**src/rtl/exe_muldiv_seq.sv**
```systemverilog
// -----------------------------------------------------------------------------
// exe_muldiv_seq
//   Iterative unsigned multiply / divide unit that sits beside the EXE-stage
//   ALU. A start request latches the operands, then one bit is processed per
//   cycle (shift-add multiply, restoring divide). The upstream pipeline is held
//   with a stall while the unit works; the result is flagged valid for exactly
//   one cycle together with the latched write-back register address.
//
// Configuration macro:
//   MULDIV_EARLY_OUT_EN - when defined, a multiply finishes as soon as the
//                         remaining multiplier bits are all zero. Results are
//                         identical either way; only latency changes.
//
// Ports:
//   clk            in   system clock, rising edge
//   rst            in   synchronous reset, active-high
//   mdi_start      in   request, sampled only in IDLE
//   mdi_op         in   2'b01 MUL, 2'b10 DIVU, others ignored
//   mdi_op1        in   multiplicand / dividend
//   mdi_op2        in   multiplier / divisor
//   mdi_wreg_addr  in   destination register, latched on accept
//   mdi_flush      in   abort the current operation
//   mdo_stall      out  hold upstream stages (combinational)
//   mdo_valid      out  one-cycle result strobe
//   mdo_lo         out  MUL: product low half, DIVU: quotient
//   mdo_hi         out  MUL: product high half, DIVU: remainder
//   mdo_dz         out  divide-by-zero flag, qualified by mdo_valid
//   mdo_wreg_addr  out  latched destination register
// -----------------------------------------------------------------------------
module exe_muldiv_seq #(
    parameter int WIDTH = 16,
    parameter int CNT_W = 5
) (
    input  logic             clk,
    input  logic             rst,
    input  logic             mdi_start,
    input  logic [1:0]       mdi_op,
    input  logic [WIDTH-1:0] mdi_op1,
    input  logic [WIDTH-1:0] mdi_op2,
    input  logic [3:0]       mdi_wreg_addr,
    input  logic             mdi_flush,
    output logic             mdo_stall,
    output logic             mdo_valid,
    output logic [WIDTH-1:0] mdo_lo,
    output logic [WIDTH-1:0] mdo_hi,
    output logic             mdo_dz,
    output logic [3:0]       mdo_wreg_addr
);

`ifdef MULDIV_EARLY_OUT_EN
    localparam bit EARLY_OUT = 1'b1;
`else
    localparam bit EARLY_OUT = 1'b0;
`endif

    localparam logic [1:0] OP_MUL  = 2'b01;
    localparam logic [1:0] OP_DIVU = 2'b10;

    typedef enum logic [1:0] {
        S_IDLE = 2'd0,
        S_BUSY = 2'd1,
        S_DONE = 2'd2
    } state_t;

    state_t               r_state;
    logic [CNT_W-1:0]     r_cnt;
    logic                 r_is_mul;
    // Multiply datapath: multiplicand shifts left, multiplier shifts right, so
    // the partial product is always correctly aligned and can be taken as the
    // final result the moment the remaining multiplier bits run out.
    logic [2*WIDTH-1:0]   r_prod;
    logic [2*WIDTH-1:0]   r_mcand;
    logic [WIDTH-1:0]     r_mplier;
    // Divide datapath: dividend shifts out of r_quot into r_rem while quotient
    // bits shift in from the right.
    logic [WIDTH-1:0]     r_rem;
    logic [WIDTH-1:0]     r_quot;
    logic [WIDTH-1:0]     r_divisor;
    logic                 r_valid;
    logic [WIDTH-1:0]     r_lo;
    logic [WIDTH-1:0]     r_hi;
    logic                 r_dz;
    logic [3:0]           r_wreg;

    logic                 w_accept;
    logic [2*WIDTH-1:0]   w_prod_nxt;
    logic [WIDTH-1:0]     w_mplier_nxt;
    logic [WIDTH:0]       w_rem_sh;
    logic                 w_sub_ok;
    logic [WIDTH-1:0]     w_rem_nxt;
    logic [WIDTH-1:0]     w_quot_nxt;
    logic [CNT_W-1:0]     w_cnt_nxt;
    logic                 w_last;

    // Flush beats start in the same cycle.
    assign w_accept = (r_state == S_IDLE) && mdi_start && !mdi_flush &&
                      ((mdi_op == OP_MUL) || (mdi_op == OP_DIVU));

    // One shift-add step.
    assign w_prod_nxt   = r_mplier[0] ? (r_prod + r_mcand) : r_prod;
    assign w_mplier_nxt = r_mplier >> 1;

    // One restoring-division step. The shifted remainder needs one extra bit;
    // when it is >= divisor the difference always fits back into WIDTH bits.
    assign w_rem_sh   = {r_rem, r_quot[WIDTH-1]};
    assign w_sub_ok   = (w_rem_sh >= {1'b0, r_divisor});
    assign w_rem_nxt  = w_sub_ok ? (w_rem_sh[WIDTH-1:0] - r_divisor) : w_rem_sh[WIDTH-1:0];
    assign w_quot_nxt = {r_quot[WIDTH-2:0], w_sub_ok};

    assign w_cnt_nxt = r_cnt - 1'b1;
    assign w_last    = (w_cnt_nxt == '0) ||
                       (EARLY_OUT && r_is_mul && (w_mplier_nxt == '0));

    // Stall drops in the same cycle as a flush or reset so the pipeline can
    // redirect without waiting for the state register.
    assign mdo_stall = !rst && (w_accept || ((r_state == S_BUSY) && !mdi_flush));
    assign mdo_valid = r_valid && !mdi_flush;
    assign mdo_lo        = r_lo;
    assign mdo_hi        = r_hi;
    assign mdo_dz        = r_dz;
    assign mdo_wreg_addr = r_wreg;

    // NOTE: every register here is written with non-blocking assignments so
    // all state updates see the values from before the clock edge.
    always_ff @(posedge clk) begin
        if (rst) begin
            r_state   <= S_IDLE;
            r_cnt     <= '0;
            r_is_mul  <= 1'b0;
            r_prod    <= '0;
            r_mcand   <= '0;
            r_mplier  <= '0;
            r_rem     <= '0;
            r_quot    <= '0;
            r_divisor <= '0;
            r_valid   <= 1'b0;
            r_lo      <= '0;
            r_hi      <= '0;
            r_dz      <= 1'b0;
            r_wreg    <= '0;
        end else begin
            r_valid <= 1'b0;
            if (mdi_flush) begin
                r_state <= S_IDLE;
            end else begin
                case (r_state)
                    S_IDLE: begin
                        if (w_accept) begin
                            r_is_mul  <= (mdi_op == OP_MUL);
                            r_wreg    <= mdi_wreg_addr;
                            r_dz      <= 1'b0;
                            r_cnt     <= CNT_W'(WIDTH);
                            r_prod    <= '0;
                            r_mcand   <= {{WIDTH{1'b0}}, mdi_op1};
                            r_mplier  <= mdi_op2;
                            r_rem     <= '0;
                            r_quot    <= mdi_op1;
                            r_divisor <= mdi_op2;
                            if ((mdi_op == OP_DIVU) && (mdi_op2 == '0)) begin
                                // Divide by zero skips BUSY entirely.
                                r_state <= S_DONE;
                                r_valid <= 1'b1;
                                r_lo    <= '1;
                                r_hi    <= mdi_op1;
                                r_dz    <= 1'b1;
                            end else if (EARLY_OUT && (mdi_op == OP_MUL) && (mdi_op2 == '0)) begin
                                r_state <= S_DONE;
                                r_valid <= 1'b1;
                                r_lo    <= '0;
                                r_hi    <= '0;
                            end else begin
                                r_state <= S_BUSY;
                            end
                        end
                    end
                    S_BUSY: begin
                        r_cnt <= w_cnt_nxt;
                        if (r_is_mul) begin
                            r_prod   <= w_prod_nxt;
                            r_mcand  <= r_mcand << 1;
                            r_mplier <= w_mplier_nxt;
                        end else begin
                            r_rem  <= w_rem_nxt;
                            r_quot <= w_quot_nxt;
                        end
                        if (w_last) begin
                            r_state <= S_DONE;
                            r_valid <= 1'b1;
                            if (r_is_mul) begin
                                r_lo <= w_prod_nxt[WIDTH-1:0];
                                r_hi <= w_prod_nxt[2*WIDTH-1:WIDTH];
                            end else begin
                                r_lo <= w_quot_nxt;
                                r_hi <= w_rem_nxt;
                            end
                        end
                    end
                    S_DONE:  r_state <= S_IDLE;
                    default: r_state <= S_IDLE;
                endcase
            end
        end
    end

endmodule
```
**config.mk**
```make
export PLATFORM = sky130hd
export DESIGN_NAME = exe_muldiv_seq
export DESIGN_NICKNAME = d
export VERILOG_FILES = /design/src/rtl/exe_muldiv_seq.sv
export SDC_FILE = /design/constraint.sdc
export NUM_CORES = 1
export LEC_CHECK = 0
export BUFFER_PORTS_ARGS = -buffer_cell sky130_fd_sc_hd__buf_2
export CELL_PAD_IN_SITES_DETAIL_PLACEMENT = 0
export CELL_PAD_IN_SITES_GLOBAL_PLACEMENT = 1
export CORE_ASPECT_RATIO = 0.8
export CORE_MARGIN = 3
export CORE_UTILIZATION = 35
export DETAILED_ROUTE_END_ITERATION = 16
export GPL_TIMING_DRIVEN = 0
export PLACE_DENSITY_LB_ADDON = 0.1
export SYNTH_ARGS = -nofsm -noshare
export SYNTH_HDL_FRONTEND = slang
export SYNTH_SLANG_ARGS = --single-unit
```
**constraint.sdc**
```tcl
create_clock -name clk -period 5 [get_ports clk]
set_clock_uncertainty 0.05 [all_clocks]
set_input_delay 1 -clock clk [delete_from_list [all_inputs] [get_ports clk]]
set_output_delay 1 -clock clk [all_outputs]
set_load 0.05 [all_outputs]
```
==> results of run 1 <==
==> tightest hold or removal path, delay by kind of cell, from the launching register on <==
| kind | cells | cell delay [ns] |
|---|---|---|
| flops | 1 | 0.31 |
| simple gates | 1 | 0.05 |
| compound gates | 1 | 0.05 |
==> cell usage after synthesis (all sizes together), types with 5 or more instances <==
| cell type | number |
|---|---|
| mux2i | 22 |
| or2 | 5 |
| nor3 | 36 |
| clkbuf | 68 |
| or3 | 11 |
| a21o | 26 |
| a221oi | 9 |
| o31ai | 6 |
| o21bai | 6 |
| nand4 | 8 |
| a31oi | 5 |
| and2 | 18 |
| o211ai | 7 |
| xor2 | 11 |
| nor2b | 7 |
| xnor2 | 29 |
| buf | 6 |
| a311oi | 24 |
| a211oi | 44 |
| a22oi | 31 |
| a22o | 7 |
| nor2 | 173 |
| nand3 | 15 |
| a21oi | 93 |
| ha | 51 |
| inv | 37 |
| a222oi | 8 |
| dfxtp | 174 |
| a32o | 6 |
| nand2b | 15 |
| mux2 | 8 |
| nand2 | 147 |
| o21ai | 45 |
| o21a | 5 |
==> worst paths after layout <==
check                        start  slack [ns]               end
setup reg to reg        r_mcand[0]        1.31         mdo_hi[6]
hold reg to reg   mdo_wreg_addr[1]        0.40  mdo_wreg_addr[1]
setup / recovery         mdi_op[0]        0.27         mdo_stall
hold / removal    mdo_wreg_addr[1]        0.40  mdo_wreg_addr[1]
==> logic make-up (layout without fill, tap and decap cells) <==
kind of cell | after synthesis | after routing | share of synthesized area
flops | 174 | 174 | 0.358
compound gates | 353 | 353 | 0.257
mux | 30 | 30 | 0.0319
other cells | 0 | 1 | 0
simple gates | 451 | 451 | 0.204
xor+xnor | 40 | 40 | 0.0360
buf+inv | 111 | 221 | 0.0431
fa+ha+maj | 53 | 53 | 0.0698
==> cell type report <==
cell class	count	area, µm²	share of cell area
Timing Repair Buffer	79	395	0.0354
Tap cell	357	447	0.0400
Inverter	37	139	0.0124
Clock inverter	15	186	0.0167
Buffer	73	277	0.0247
Multi-Input combinational cell	927	5820	0.521
Antenna cell	1	2.50	0.000224
Sequential cell	174	3480	0.312
Clock buffer	17	425	0.0381
==> power by group <==
part / switching (W) / total (W) / internal (W)
logic: 0.000324 / 0.000487 / 0.000163
registers: 0.0000284 / 0.00145 / 0.00142
clock network: 0.000632 / 0.00143 / 0.000795
==> routing by layer <==
metal  global-route usage  vias to the layer above  wire (µm)
li1                     -                     4580          -
met1                0.394                     4579      19000
met2                0.348                      317      14700
met3               0.0435                       37       2610
met4               0.0641                        0        687
met5                    0                        -          0
==> flip-flops by register name, summed over array words and instances (netlist names) <==
name,count
r_rem,16
mdo_hi,16
mdo_dz,1
r_mcand,32
r_divisor,16
r_mplier,16
r_is_mul,1
r_cnt,5
mdo_lo,16
r_prod,32
r_quot,16
mdo_wreg_addr,4
r_state,2
r_valid,1
==> layout by cell type, fill, tap and decap left out, types with 10 or more instances in the layout <==
cell type	netlist	layout
a211oi_1	42	42
a21o_1	26	26
a21oi_1	93	93
a22oi_1	30	30
a311oi_1	24	24
and2_1	17	17
buf_2	2	81
clkbuf_1	68	68
clkbuf_16	0	17
dfxtp_1	174	174
ha_1	51	51
inv_1	37	37
mux2i_1	22	22
nand2_1	147	147
nand2b_1	15	15
nand3_1	15	15
nor2_1	172	172
nor3_1	36	36
o21ai_0	35	35
o21ai_1	10	10
or3_1	11	11
xnor2_1	29	29
xor2_1	11	11
==> per-stage QoR <==
step / area [µm²] / setup TNS (ns) / hold slack, ns
6_report: 11200 / 0 / 0.405
3_3_place_gp: 10600 / -0.0461 / 0.392
5_1_grt: 11200 / 0 / 0.428
4_1_cts: 11200 / 0 / 0.409
2_1_floorplan: 9720 / 0 / 0.386
3_5_place_dp: 10600 / -0.0114 / 0.398
==> flow_summary_export.csv, run 1 <==
group,metric,value,unit
run_status,run_status,"finished clean",
logic_synthesis,yosys_most_used_dff,"dfxtp_1",
placement,dp.cells,1648,
cts,clock-sinks,174,
global_routing,grt_max_degree,17,
route,drt_pass1_iterations,5,
worst_setup_path,crit_chain,"buf_2 > inv_1 > ha_1 > nor4b_1 > or2_1 > nand2b_1 > inv_1 > buf_2",
logic_synthesis,synth_top_area_share,0.358,
logic_synthesis,yosysTopAreaCell,"dfxtp_1",
sta,max_freq,211,MHz
cells_and_area,fin_cells,1680,
placement,hpwlAfterDp,29.3,mm
worst_setup_path,cp.required,3.95,ns
floorplan,initial_core_util,0.363,
logic_synthesis,synthTopCellsByArea,"dfxtp_1 36%, nor2_1 6.6%, ha_1 6.6%",
logic_synthesis,ys_seq_elements,174,
worst_setup_path,cpMaxStageDelayCell,"nor4b_1",
sta,timing.slew.headroom,0.383,
logic_synthesis,synth_edf_count,0,
cts,hold_buffers,0,
floorplan,placementRows,53,
logic_synthesis,syn_inst,1212,
cells_and_area,drive_above_1_share,0.101,
global_routing,grt_pass1_wl,55.9,mm
cells_and_area,area_growth_syn_to_layout,14.9,%
sta,fin_ws,0.271,ns
worst_setup_path,cpPeakStageDelay,0.58,ns
global_routing,grt_usage,0.251,
cts,post_cts_buffers,0,
sta,finalHoldViolations,0,
sta,fin_crit_sh,0.946,
cts,insertion_delay,0.45,ns
global_routing,overflow,0,
worst_setup_path,path_buf_inv,4,
logic_synthesis,async_flop_share,0,
route,antenna_left,0,
worst_setup_path,critPathLaunchType,"primary input",
global_routing,grt_pass1_vias,8929,
worst_setup_path,crit_arrival,3.68,ns
worst_setup_path,rr_worst_depth,11,
cts,htree_levels,4,
worst_setup_path,cp_top_family,"simple AND/OR/NAND/NOR gates",
sta,rsz0062_at_grt,"false",
cells_and_area,utilization,0.417,
cells_and_area,final_nets,1404,
route,drc,0,
floorplan,io_pins,81,
worst_setup_path,path_depth,8,
cells_and_area,nFillCells,2846,
route,drt-initial-drc-count,836,
power_and_ir_drop,p_per_area,301,mW/mm²
worst_setup_path,end_kind,"output pin",
logic_synthesis,synth.avg_cell_area,8.02,µm²
logic_synthesis,synth_nets,1307,
floorplan,coreArea,0.0268,mm²
floorplan,die-area,0.0298,mm²
logic_synthesis,ys_seq_area_frac,0.358,
floorplan,die_y,155,µm
min_path,worstHoldPathType,"register to register",
cts,post_cts_resized,0,
logic_synthesis,yosysWarnings,0,
floorplan,die_w,192,µm
route,num_vias,9513,
worst_setup_path,path_max_fanout,15,
placement,io_buffer_count,79,
sta,min_period,4.73,ns
cts,cts_inserted_buffers,17,
route,routed_wl,37.0,mm
logic_synthesis,ys_types,69,
cts,cts_tree,"done",
sta,finalSetupViolations,0,
flow_run,maxCapViolations,0,
cts,clkTransAtPathRegs,0.07,ns
power_and_ir_drop,p_leak,4.32,nW
route,viasPerCell,5.66,
cts,clock_path_buffers,2,
route,wire_per_inst,22.0,µm
logic_synthesis,syn_area,0.00972,mm²
cts,cts-root-buf,"clkbuf_16",
placement,routabilityCongestion,0.900,
min_path,hold_depth,2,
placement,post-place-ws,-0.0114,ns
power_and_ir_drop,peakVddDrop,0.000258,V
power_and_ir_drop,fin_total_pwr,0.00337,W
sta,slew_violations,0,
sta,worst_pin_slew,0.923,ns
global_routing,antenna_found_initial,0,
worst_setup_path,critPathKind,"primary input to output pin",
No activity file was read; power rests on OpenSTA's default activity.
==> inputs of run 2 (changes only) <==
Settings changed: CORE_MARGIN 3 to default.
==> run 2 against run 1 <==
Clock power is 9.8% lower. Critical path type unchanged. Clock-buffer cell count is 1 higher. Global-route usage is 1.1 points higher. Flip-flop and latch count stayed put. Critical path depth stayed put. Via count is 0.57% lower. Combinational power hardly changed. Power is 4.0% lower. Non-clock buffer count stayed put. Design area is 0.45% lower.
==> flow_summary_export.csv, run 2 (synthesis gave the netlist of run 1 again) <==
group,metric,value,unit
global_routing,grt_pass1_vias,8735,
cts,clkTransAtPathRegs,0.07,ns
worst_setup_path,cp_top_family,"simple AND/OR/NAND/NOR gates",
cells_and_area,mostFrequentLayoutCell,"dfxtp_1",
cells_and_area,largestRegisters,"r_mcand: 32 flops, r_prod: 32 flops",
route,viasPerCell,5.61,
worst_setup_path,cpPeakStageDelay,0.59,ns
power_and_ir_drop,p_per_area,290,mW/mm²
route,drt_pass1_iterations,5,
cts,hold_buffers,0,
cells_and_area,utilization,0.407,
worst_setup_path,path_buf_inv,4,
floorplan,io_pins,81,
floorplan,placementRows,54,
route,drt-initial-drc-count,719,
sta,worst_pin_slew,0.974,ns
power_and_ir_drop,p_leak,4.29,nW
floorplan,die_w,188,µm
worst_setup_path,cp.required,3.95,ns
global_routing,grt_max_degree,17,
route,antenna_left,0,
floorplan,die_y,151,µm
cts,clock_path_buffers,2,
worst_setup_path,path_max_fanout,15,
run_status,run_status,"finished clean",
worst_setup_path,critPathLaunchType,"primary input",
cts,htree_levels,4,
floorplan,initial_core_util,0.356,
sta,fin_tns_setup,0,ns
cells_and_area,area_growth_syn_to_layout,14.4,%
cts,clock-sinks,174,
global_routing,grt_usage,0.262,
global_routing,grt_pass1_wl,54.9,mm
placement,hpwlAfterDp,29.0,mm
cells_and_area,antenna_cells,0,
power_and_ir_drop,peakVddDrop,0.000259,V
sta,max_freq,217,MHz
sta,fin_crit_sh,0.920,
cts,cts_inserted_buffers,17,
sta,finalSetupViolations,0,
cts,cts_tree,"done",
min_path,worstHoldPathType,"register to register",
floorplan,die-area,0.0284,mm²
cells_and_area,drive_above_1_share,0.101,
sta,slew_violations,0,
worst_setup_path,crit_chain,"buf_2 > inv_1 > ha_1 > nor4b_2 > or2_1 > nand2b_1 > inv_1 > buf_2",
worst_setup_path,critPathKind,"primary input to output pin",
sta,finalHoldViolations,0,
route,wire_per_inst,21.8,µm
placement,post-place-ws,-0.132,ns
placement,io_buffer_count,79,
cells_and_area,final_cell_mix,"174 x dfxtp_1, 172 x nor2_1, 147 x nand2_1",
sta,rsz0062_at_grt,"false",
sta,timing.slew.headroom,0.351,
cts,cts-root-buf,"clkbuf_16",
route,routed_wl,36.8,mm
floorplan,coreArea,0.0273,mm²
worst_setup_path,crit_arrival,3.55,ns
cts,insertion_delay,0.45,ns
cells_and_area,final_nets,1404,
route,drc,0,
route,num_vias,9459,
sta,fin_ws,0.401,ns
global_routing,overflow,0,
flow_run,maxCapViolations,0,
worst_setup_path,cpMaxStageDelayCell,"inv_1",
sta,min_period,4.60,ns
placement,routabilityCongestion,0.885,
global_routing,antenna_found_initial,1,
worst_setup_path,end_kind,"output pin",
sta,whs,0.406,ns
cells_and_area,nFillCells,2872,
[run 2: cell type report]
| class | instances | area [µm²] | area share |
|---|---|---|---|
| Multi-Input combinational cell | 927 | 5820 | 0.524 |
| Sequential cell | 174 | 3480 | 0.313 |
| Tap cell | 364 | 455 | 0.0409 |
| Clock buffer | 18 | 439 | 0.0395 |
| Timing Repair Buffer | 79 | 395 | 0.0355 |
| Buffer | 73 | 277 | 0.0249 |
| Inverter | 37 | 139 | 0.0125 |
| Clock inverter | 14 | 110 | 0.00990 |
[run 2: power breakdown]
part / switching [W] / internal, W / total (W) / leakage [nW]
Combinational: 0.000323 / 0.000164 / 0.000487 / 2.62
Clock: 0.000636 / 0.000656 / 0.00129 / 0.253
Sequential: 0.0000286 / 0.00142 / 0.00145 / 1.41
Total: 0.000987 / 0.00224 / 0.00323 / 4.29
[run 2: worst min-delay path: cells and delay by family, from the launching register on]
kind	cells	cell delay, ns
AOI/OAI and AO/OA	1	0.05
DFF	1	0.31
and+or+nand+nor	1	0.05
[run 2: what timing repair did]
action,CTS,global route
endpoints found under the setup margin,1,1
gates resized for setup,0,1
setup buffers,0,0
[run 2: path summary, 6_finish.rpt]
check / startpoint / endpoint / slack (ns) / cells after the start
worst min register to register: r_divisor[14] / r_divisor[14] / 0.41 / 2
worst min-delay path: r_divisor[14] / r_divisor[14] / 0.41 / 2
worst max register to register: r_mcand[0] / mdo_hi[6] / 1.18 / 11
worst max-delay path: mdi_op[0] / mdo_stall / 0.40 / 8
[run 2: routing by layer]
metal | wire length (µm) | global-route usage
met5 | 0 | 0
met4 | 463 | 0.0560
met3 | 2290 | 0.0484
met2 | 14900 | 0.374
met1 | 19200 | 0.400
[run 2: per-stage QoR]
step | std cells | total power [W] | instance area (µm²)
final | 1686 | 0.00323 | 11100
after global routing | 1686 | 0.00335 | 11100
after CTS | 1686 | 0.00324 | 11100
after detailed placement | 1655 | 0.00196 | 10600
after global placement | 1655 | 0.00196 | 10600
after floorplan | 1212 | 0.00179 | 9720
